<file path="config.mk">
export PLATFORM = sky130hd
export DESIGN_NAME = pipe_hazard_unit
export DESIGN_NICKNAME = d
export VERILOG_FILES = /design/src/rtl/pipe_hazard_unit.sv
export SDC_FILE = /design/constraint.sdc
export NUM_CORES = 1
export LEC_CHECK = 0
export CAP_MARGIN = 30
export CORE_MARGIN = 2
export CORE_UTILIZATION = 48
export DETAILED_ROUTE_END_ITERATION = 16
export PLACE_DENSITY = 0.76
export RECOVER_POWER = 100
export SYNTH_ARGS = -nofsm -noshare
export SYNTH_HDL_FRONTEND = slang
export SYNTH_SLANG_ARGS = --single-unit
</file>
<file path="constraint.sdc">
create_clock -name clk -period 3.1 [get_ports clk]
set_input_delay 0.93 -clock clk [delete_from_list [all_inputs] [get_ports clk]]
set_output_delay 0.93 -clock clk [all_outputs]
set_load 0.02 [all_outputs]
</file>
<file path="src/rtl/pipe_hazard_unit.sv">
// pipe_hazard_unit: hazard detection and forwarding-select unit for a 5-stage in-order pipeline.
// Tracks the register writers that currently sit in EX, MEM and WB and compares them against the
// source operands of the instruction in ID.
//
// Ports:
//   clk, rst        : rising-edge clock; synchronous active-high reset
//   enable          : pipeline advance; when low, every register holds
//   id_*            : the instruction in ID (sources, source-used mask, destination, write and load flags)
//   ex_flush        : a taken branch or jump resolved in EX; this squashes the ID instruction
//   stall           : combinational; hold the PC and the IF/ID register
//   bubble          : combinational; the entry that goes into EX on this edge is a NOP
//   ex_fwd_sel      : registered; 2 bits per operand (00 regfile, 01 EX/MEM, 10 MEM/WB, 11 WB bypass)
//   inflight        : {WB.valid, MEM.valid, EX.valid}
module pipe_hazard_unit #(
  parameter int ADDR_W  = 5,
  parameter int NUM_SRC = 2,
  parameter int FWD_EN  = 1
) (
  input  logic                        clk,
  input  logic                        rst,
  input  logic                        enable,
  input  logic                        id_valid,
  input  logic [NUM_SRC*ADDR_W-1:0]   id_src_addr,
  input  logic [NUM_SRC-1:0]          id_src_used,
  input  logic [ADDR_W-1:0]           id_dst_addr,
  input  logic                        id_reg_write,
  input  logic                        id_mem_read,
  input  logic                        ex_flush,
  output logic                        stall,
  output logic                        bubble,
  output logic [NUM_SRC*2-1:0]        ex_fwd_sel,
  output logic [2:0]                  inflight
);

  // Tracking entries. The load flag is only consulted while an entry is in EX. After that point
  // the loaded data can be forwarded like any other result, so MEM and WB do not keep the flag.
  logic              ex_vld_q, ex_wr_q, ex_ld_q;
  logic [ADDR_W-1:0] ex_dst_q;
  logic              mem_vld_q, mem_wr_q;
  logic [ADDR_W-1:0] mem_dst_q;
  logic              wb_vld_q, wb_wr_q;
  logic [ADDR_W-1:0] wb_dst_q;
  logic [NUM_SRC*2-1:0] fwd_sel_q;

  logic              ex_vld_d, ex_wr_d, ex_ld_d;
  logic [ADDR_W-1:0] ex_dst_d;
  logic [NUM_SRC*2-1:0] fwd_sel_d;

  logic [NUM_SRC-1:0] hit_ex, hit_mem, hit_wb;
  logic               stall_raw;

  for (genvar k = 0; k < NUM_SRC; k++) begin : g_src
    logic [ADDR_W-1:0] src;
    logic              rd;
    logic [1:0]        sel;

    assign src = id_src_addr[k*ADDR_W +: ADDR_W];
    // r0 is hardwired to zero, so a read of r0 never depends on an older writer.
    assign rd  = id_valid & id_src_used[k] & (src != '0);

    assign hit_ex[k]  = rd & ex_vld_q  & ex_wr_q  & (src == ex_dst_q);
    assign hit_mem[k] = rd & mem_vld_q & mem_wr_q & (src == mem_dst_q);
    assign hit_wb[k]  = rd & wb_vld_q  & wb_wr_q  & (src == wb_dst_q);

    // The youngest writer wins. An EX load cannot be forwarded yet: that case always stalls,
    // so here it simply falls through to the older entries.
    assign sel = (hit_ex[k] & ~ex_ld_q) ? 2'b01 :
                 hit_mem[k]             ? 2'b10 :
                 hit_wb[k]              ? 2'b11 : 2'b00;

    assign fwd_sel_d[2*k +: 2] = ((FWD_EN != 0) && !bubble) ? sel : 2'b00;
  end

  // With forwarding, only a load-use pair has to wait. Without forwarding, a reader waits
  // until its writer has left WB.
  assign stall_raw = (FWD_EN != 0) ? ((|hit_ex) & ex_ld_q)
                                   : (|(hit_ex | hit_mem | hit_wb));

  // A flush kills the ID instruction, so there is nothing left to hold.
  assign stall  = stall_raw & ~ex_flush & ~rst;
  assign bubble = (stall | ex_flush | ~id_valid) & ~rst;

  always_comb begin
    ex_vld_d = 1'b0;
    ex_dst_d = '0;
    ex_wr_d  = 1'b0;
    ex_ld_d  = 1'b0;
    if (!bubble) begin
      ex_vld_d = 1'b1;
      ex_dst_d = id_dst_addr;
      ex_wr_d  = id_reg_write;
      ex_ld_d  = id_mem_read;
    end
  end

  always_ff @(posedge clk) begin
    if (rst) begin
      ex_vld_q  <= 1'b0;
      ex_dst_q  <= '0;
      ex_wr_q   <= 1'b0;
      ex_ld_q   <= 1'b0;
      mem_vld_q <= 1'b0;
      mem_dst_q <= '0;
      mem_wr_q  <= 1'b0;
      wb_vld_q  <= 1'b0;
      wb_dst_q  <= '0;
      wb_wr_q   <= 1'b0;
      fwd_sel_q <= '0;
    end else if (enable) begin
      wb_vld_q  <= mem_vld_q;
      wb_dst_q  <= mem_dst_q;
      wb_wr_q   <= mem_wr_q;
      mem_vld_q <= ex_vld_q;
      mem_dst_q <= ex_dst_q;
      mem_wr_q  <= ex_wr_q;
      ex_vld_q  <= ex_vld_d;
      ex_dst_q  <= ex_dst_d;
      ex_wr_q   <= ex_wr_d;
      ex_ld_q   <= ex_ld_d;
      fwd_sel_q <= fwd_sel_d;
    end
  end

  assign ex_fwd_sel = fwd_sel_q;
  assign inflight   = {wb_vld_q, mem_vld_q, ex_vld_q};

endmodule
</file>
== After elaboration in Yosys (flattened, before gate mapping) ==
Cells that the tools add are included.

* Register bits after elaboration: 26

* Bitwise logic cells: 34
* Multiplexer cells: 12
* Reductions and logical operators: 3
* Equal/unequal tests: 6

{| class="wikitable"
|+ Operators by type and width
! operator !! number
|-
| equality test 5 bit || 6
|-
| bitwise AND 1 bit || 28
|-
| 2-to-1 mux 2 bit || 8
|-
| nonzero test 5 bit || 2
|-
| 2-to-1 mux 5 bit || 1
|-
| inverter 1 bit || 4
|-
| 2-to-1 mux 1 bit || 3
|-
| OR 1 bit || 2
|-
| OR reduction 2 bit || 1
|}

== Logic depth before layout (Yosys ltp) ==
Gate-level depths: netlist (run 1).

* Depth in word-level cells: 13
* Gate-level depth with buffers: 7

== Least setup slack after synthesis (run 1) ==
OpenSTA, ideal clock, no wires.

* Kind: in2out
* Start point: input port id_src_addr[8]
* End point: output port stall
* Buffers on the path: 0
* Data arrival time: 2.130 ns
* Cell stages on the path: 5
* Slack: 0.040 ns
* Cells stage by stage: xor2_1 nor4_1 nand4_1 a21bo_1 nor3_1

* Longest elaborated chain between the ends: 9
* Elaborated cells between the ends (all ways): 10

{| class="wikitable"
|+ RTL lines
! item !! line !! RTL
|-
| start: declaration || 23 || <nowiki>input logic [NUM_SRC*ADDR_W-1:0] id_src_addr,</nowiki>
|-
| nonzero test 5 bit || 59 || <nowiki>assign rd = id_valid & id_src_used[k] & (src != '0);</nowiki>
|-
| bitwise AND 1 bit || 59 ||
|-
| bitwise AND 1 bit (2 in series) || 61 || <nowiki>assign hit_ex[k] = rd & ex_vld_q & ex_wr_q & (src == ex_dst_q);</nowiki>
|-
| bitwise AND 1 bit (*) || 61 ||
|-
| OR reduction 2 bit (*) || 76 || <nowiki>assign stall_raw = (FWD_EN != 0) ? ((|hit_ex) & ex_ld_q)</nowiki>
|-
| bitwise AND 1 bit (*) || 76 ||
|-
| bitwise AND 1 bit (*) (2 in series) || 80 || <nowiki>assign stall = stall_raw & ~ex_flush & ~rst;</nowiki>
|-
| end: declaration || 29 || <nowiki>output logic stall,</nowiki>
|}

Mark *: on every way between the ends. The rest lies on a longest branch, timed or not.

== Final worst setup path (run 1) ==
* Start point: input port id_src_addr[1]
* End point: output port bubble

* Longest elaborated chain between the ends: 12
* Elaborated cells between the ends (all ways): 13

{| class="wikitable"
|+ RTL lines
! item !! line !! RTL
|-
| nonzero test 5 bit || 59 ||
|-
| bitwise AND 1 bit || 59 ||
|-
| bitwise AND 1 bit (2 in series) || 61 ||
|-
| bitwise AND 1 bit (*) || 61 ||
|-
| OR reduction 2 bit (*) || 76 ||
|-
| bitwise AND 1 bit (*) || 76 ||
|-
| bitwise AND 1 bit (*) (2 in series) || 80 ||
|-
| OR 1 bit (*) (2 in series) || 81 || <nowiki>assign bubble = (stall | ex_flush | ~id_valid) & ~rst;</nowiki>
|-
| bitwise AND 1 bit (*) || 81 ||
|-
| end: declaration || 30 || <nowiki>output logic bubble,</nowiki>
|}

Marks and branches as above.

==> results.txt, run 1 <==
Clock Path Buffers: 2
maximum number of pins on one net before global-route repair: 16
worst-path maximum fanout: 3
ys flop type: dfxtp_1
placed cell count: 214
Die Height: 57.0 µm
top cells by count, synth: xor2_1 (28), dfxtp_1 (26), nor2_1 (22), mux2i_1 (14), a22o_1 (11)
Critical Path Start: id_src_addr[1]
RSZ-0062 raised after global routing: true
R2R Setup Slk: 0.91 ns
core box area: 2710 µm²
CTS tree: built
detailed-route wire length per cell: 16.3 µm
Num Clock Sinks: 26
vias per cell: 5.57
crit path DAT: 2.29 ns
Synth top area share: 0.386
synth-to-layout area growth: 38.4%
IO Port Bufs: 32
vias in the first global route: 1188
f_max: 0.310 GHz
final WL: 3610 µm
failing checks: negative setup slack
area of the die: 3250 µm²
Worst Reg-to-Reg Cells: 8
Worst setup SP type: input port
worst setup path end: bubble
RD Place Congestion: 1.01
CTS H-tree depth: 1
Num CTS Buffers: 3
Initial DRC Count: 59
Net Count, Synth: 165
status: finished with violations
post-synth top area cell: dfxtp_1
MaxCap Viol Count: 0
fin crit share: 1.04
Compound-Gate Fraction of Synth Area: 0.128
GR Util met2: 0.373
ys async rst share: 0
post-synthesis mux area share: 0.104
slew margin rel.: 0.458
RR Endpoint: ex_fwd_sel[1]$_SDFFE_PP0P_
Area contributors post-synth: dfxtp_1 (39%), xor2_1 (18%), mux2i_1 (10%)
IO Count: 33
# rows: 19
Synth Area in Simple Gates: 0.145
gr ovfl total: 0
GRT Total Usage: 0.227
CTS Root Cell: clkbuf_4
max-slew violations: 0
synthesized area per cell: 9.57 µm²
Setup TNS Final: -0.220 ns
Yosys reg bits: 26
clock-pin slew on the worst setup and hold paths: 0.15 ns
launching point of the worst reg2reg path: ex_dst_q[2]$_SDFFE_PP0P_
kind of critical path: in -> out
highest cell delay on the worst timing path: 0.37 ns
met3 Usage GRT: 0.0454
worst-margin pin slew: 0.814 ns
clk_skew: 0.00650 ns
met1 GRT Util: 0.300
fin cells: 222
Hold Path Class: reg -> reg
Crit. End Element: output port
Peak VDD IR: 0.366 mV
Worst EP required: 2.17 ns
CTS Hold Bufs: 0
GRT Max-Usage Layer: met2
die extent in x: 57.0 µm
fraction of layout cells with a size suffix above 1: 0.220
largest family of logic cells by synthesized area: XOR/XNOR gates
fin crit period: 3.22 ns
dpl hpwl: 2810 µm
Post-route DRC: 0
antenna violations before repair: 0
worst slack, placed: -0.918 ns
adder-cell share of the synthesized area: 0
LEAKAGE: 0.000904 µW
Post-Syn Instances: 141
Post-Syn Area: 1350 µm²
sequential share of the synthesized area: 0.386
Synthesis Warnings: 0
Post-synth EDFFs: 0
crit path buf inv count: 2
antenna cells: 0
DRT Pass-1 Iters: 4
power per cell area: 368 nW/µm²
final worst setup slack: -0.125 ns
Critical Path Stages: 7
crit path cell chain: buf_6 -> or3_1 -> o311a_1 -> nand4_1 -> a21bo_1 -> a31oi_1 -> buf_4
Worst-Skew Late Latency: 0.33 ns
XOR/XNOR Fraction of Synth Area: 0.195
layout net count: 216
first-pass GRT wire length: 5710 µm
CP top delay family: compound AO/OA/AOI/OAI gates
Routed Antenna Nets: 0
Initial Util: 0.498
top-count cell post-synth: xor2_1
synth unique cells: 27
Final Hold Fails: 0
Final setup violation count: 2
via count: 1236
CP max stage cell: or3_1
-- state kept, by name, indices dropped and copies added (netlist names) --
signal	flops
ex_vld_q	1
mem_dst_q	5
wb_dst_q	5
ex_dst_q	5
wb_vld_q	1
ex_wr_q	1
ex_fwd_sel	4
mem_wr_q	1
mem_vld_q	1
ex_ld_q	1
wb_wr_q	1
-- area by class of cell --
class                   instances  area (µm²)
multi-input cells             105         792
repair buffers                 55         459
fillers                       209         843
clock inverters                 1        30.0
inverters                       1        3.75
flip-flops and latches         26         520
well taps                      31        38.8
clock buffers                   3        22.5
-- power breakdown --
part	internal, µW	total, µW	switching, µW
Combinational	57.5	106	48.1
Clock	131	236	105
Sequential	339	345	5.74
Total	527	686	159
-- through the flow --
stage          utilization  hold slack (ns)  power (µW)  instance area [µm²]
2_1_floorplan            -            0.460         394                 1350
5_1_grt              0.689            0.531         703                 1870
6_report             0.689            0.499         686                 1870
3_5_place_dp         0.663            0.469         459                 1800
4_1_cts              0.688            0.507         688                 1870
3_3_place_gp         0.663            0.466         456                 1800
-- logic make-up (layout without fill, tap and decap cells) --
| group | Yosys count | after routing |
|---|---|---|
| flops | 26 | 26 |
| compound gates | 20 | 20 |
| buf+inv | 10 | 60 |
| simple gates | 41 | 41 |
| xor+xnor | 30 | 30 |
| mux | 14 | 14 |
-- repair_timing --
item | CTS | global route
setup endpoints to repair | 2 | 2
buffers inserted | 3 | 1
pin swaps | 11 | 9
gates cloned | 0 | 0
gates resized for setup | 50 | 6
-- worst min path at each step --
stage                                           from                    endpoint  slack [ns]  cells after the start
after floorplan                 wb_wr_q$_SDFFE_PP0P_        wb_wr_q$_SDFFE_PP0P_        0.46                      2
after global placement    ex_fwd_sel[1]$_SDFFE_PP0P_  ex_fwd_sel[1]$_SDFFE_PP0P_        0.47                      1
after detailed placement  ex_fwd_sel[3]$_SDFFE_PP0P_  ex_fwd_sel[3]$_SDFFE_PP0P_        0.47                      1
after CTS                 ex_fwd_sel[3]$_SDFFE_PP0P_  ex_fwd_sel[3]$_SDFFE_PP0P_        0.51                      1
after global routing      ex_fwd_sel[3]$_SDFFE_PP0P_  ex_fwd_sel[3]$_SDFFE_PP0P_        0.53                      1
final                     ex_fwd_sel[3]$_SDFFE_PP0P_  ex_fwd_sel[3]$_SDFFE_PP0P_        0.50                      1
-- routing by layer --
layer  wire length (µm)  share of wire
met1               1570           0.43
met5                  0              0
met2               1740           0.48
met3                231          0.064
met4                 75          0.021
-- cell usage in the layout, fill, tap and decap left out --
| cell | n |
|---|---|
| dlygate4sd2_1 | 3 |
| inv_1 | 1 |
| dfxtp_1 | 26 |
| clkdlybuf4s15_1 | 1 |
| xnor2_1 | 2 |
| bufinv_16 | 1 |
| nand3_1 | 4 |
| clkbuf_1 | 1 |
| dlygate4sd3_1 | 8 |
| a21o_2 | 1 |
| nor3_2 | 1 |
| buf_2 | 3 |
| clkbuf_2 | 2 |
| a41o_1 | 1 |
| nand2_1 | 2 |
| and4_1 | 1 |
| clkdlybuf4s50_1 | 10 |
| xor2_2 | 1 |
| mux2i_1 | 14 |
| nand4_1 | 2 |
| o311a_1 | 2 |
| a41o_2 | 1 |
| a31oi_1 | 1 |
| nor4_2 | 1 |
| or3_4 | 1 |
| nor4_1 | 5 |
| or3_1 | 1 |
| a21oi_1 | 2 |
| buf_4 | 24 |
| buf_6 | 3 |
| clkbuf_4 | 3 |
| xor2_1 | 27 |
| a22o_1 | 11 |
| and2_1 | 1 |
| nor2_1 | 22 |
| a21bo_1 | 1 |
(Power assumes the default switching activity.)
==> run 2, diff against run 1 <==
- RECOVER_POWER: 100 -> not set
==> run 2 against run 1 <==
  * Critical endpoint unchanged
  * Clock skew decreased by 0.00080 ns
  * Largest power group unchanged
  * Critical path type unchanged
  * Combinational power barely moved
  * Power up 0.11%
  * The flow still finishes with violations (negative setup slack)
  * Sequential power about the same
==> results.txt, run 2 (same netlist as run 1, synthesis figures left out) <==
die extent in x: 57.0 µm (unchanged)
RD Place Congestion: 1.01 (unchanged)
max-slew violations: 0 (unchanged)
vias in the first global route: 1188 (unchanged)
slew margin rel.: 0.512 (+0.0549)
Post-route DRC: 0 (unchanged)
status: finished with violations
most frequent cells in the layout: xor2_1 (27), dfxtp_1 (26), buf_4 (25)
post-route cell area: 1870 µm² (+0.34%)
f_max: 0.310 GHz (about the same)
Setup TNS Final: -0.222 ns (-0.00246 ns)
maximum number of pins on one net before global-route repair: 16 (unchanged)
Top Metal Used: met4
IO Port Bufs: 32 (unchanged)
area of the die: 3250 µm² (unchanged)
Initial Util: 0.498 (unchanged)
CTS H-tree depth: 1 (unchanged)
power per cell area: 367 nW/µm² (-0.23%)
layout net count: 216 (unchanged)
Final Hold Fails: 0 (unchanged)
Crit. End Element: output port
final worst setup slack: -0.126 ns (-0.000797 ns)
Fin Hold WS: 0.504 ns (+0.00522 ns)
failing checks: negative setup slack
highest cell delay on the worst timing path: 0.37 ns (about the same)
met2 WL: 1750 µm (+0.86%)
Num CTS Buffers: 3 (unchanged)
Hold Path Class: reg -> reg
Post-DP Area: 1800 µm² (unchanged)
clk_skew: 0.00570 ns (-0.000795 ns)
Clock Path Buffers: 2 (unchanged)
Peak VDD IR: 0.367 mV (about the same)
detailed-route wire length per cell: 16.3 µm (about the same)
GRT Total Usage: 0.227 (unchanged)
# rows: 19 (unchanged)
RSZ-0062 raised after global routing: true
via count: 1251 (+1.2%)
Num Clock Sinks: 26 (unchanged)
dpl hpwl: 2810 µm (unchanged)
vias per cell: 5.64 (+1.2%)
worst-margin pin slew: 0.729 ns (-0.0850 ns)
CTS tree: built
Initial DRC Count: 57 (-3.4%)
antenna cells: 0 (unchanged)
crit path cell chain: buf_6 -> or3_1 -> o311a_1 -> nand4_1 -> a21bo_1 -> a31oi_1 -> buf_4
kind of critical path: in -> out
crit path buf inv count: 2 (unchanged)
DR WL met3: 218 µm (-5.6%)
Worst setup SP type: input port
Metal-1 WL: 1560 µm (-0.32%)
worst-path maximum fanout: 3 (unchanged)
LEAKAGE: 0.000884 µW (-2.2%)
MaxCap Viol Count: 0 (unchanged)
fraction of layout cells with a size suffix above 1: 0.230 (+0.0105)
synth-to-layout area growth: 38.9%
Die Height: 57.0 µm (unchanged)
Routed Antenna Nets: 0 (unchanged)
crit path DAT: 2.30 ns (about the same)
CTS Hold Bufs: 0 (unchanged)
fin crit share: 1.04 (about the same)
Worst EP required: 2.17 ns (about the same)
final WL: 3610 µm (about the same)
CTS Root Cell: clkbuf_4
Fillers: 206 (-1.4%)
gr ovfl total: 0 (unchanged)
total power: 687 µW (+0.11%)
fin crit period: 3.23 ns (+0.000797 ns)
CP top delay family: compound AO/OA/AOI/OAI gates
DRT Pass-1 Iters: 4 (unchanged)
most common cell after layout, fill and taps aside: xor2_1
Worst-Skew Late Latency: 0.33 ns (about the same)
first-pass GRT wire length: 5710 µm (unchanged)
CP max stage cell: or3_1
top flop regs: ex_dst_q: 5 flops, mem_dst_q: 5 flops, wb_dst_q: 5 flops
IO Count: 33 (unchanged)
antenna violations before repair: 0 (unchanged)
Final setup violation count: 2 (unchanged)
core box area: 2710 µm² (unchanged)
clock-pin slew on the worst setup and hold paths: 0.15 ns (about the same)
==> run 2: changes by cell type in the layout (fill, tap and decap cells not counted), sizes merged <==
cell           delta
buf               +1
dlygate4sd3       -8
clkdlybuf4s50     +8
clkbuf            -1
==> run 2: final cells by class <==
type,instances,area (µm²),share of cell area
clock buffers,3,22.5,0.0120
multi-input cells,105,795,0.424
well taps,31,38.8,0.0207
repair buffers,55,463,0.247
clock inverters,1,30.0,0.0160
inverters,1,3.75,0.00200
flip-flops and latches,26,520,0.278
==> run 2: repair_timing <==
item | in CTS | in global routing
endpoints found under the setup margin | 2 | 2
setup buffers | 3 | 1
resized for setup | 50 | 6
pin swaps | 11 | 9
==> run 2: final timing paths <==
check	cells after the start	from	to	slack (ns)
setup / recovery	7	id_src_addr[1]	bubble	-0.13
hold / removal	1	ex_fwd_sel[3]$_SDFFE_PP0P_	ex_fwd_sel[3]$_SDFFE_PP0P_	0.50
setup reg to reg	8	ex_dst_q[2]$_SDFFE_PP0P_	ex_fwd_sel[1]$_SDFFE_PP0P_	1.04
hold reg to reg	1	ex_fwd_sel[3]$_SDFFE_PP0P_	ex_fwd_sel[3]$_SDFFE_PP0P_	0.50
==> run 2: per-layer routing <==
metal  up-vias  GRT usage
li1        599          -
met1       590      0.300
met2        54      0.373
met3         8     0.0454
met4         0     0.0797
met5         -          0
==> run 2: per-stage QoR <==
| stage | setup WS [ns] | util | cells |
|---|---|---|---|
| after floorplan | 0.0403 | - | 141 |
| after global placement | -0.861 | 0.663 | 214 |
| after detailed placement | -0.918 | 0.663 | 214 |
| after CTS | -0.161 | 0.688 | 221 |
| after global routing | -0.170 | 0.691 | 222 |
| final | -0.126 | 0.691 | 222 |
==> run 2: report_power, final <==
part / internal [µW] / switching, µW
logic: 58.6 / 48.3
clock network: 131 / 105
registers: 339 / 5.75
total: 528 / 159
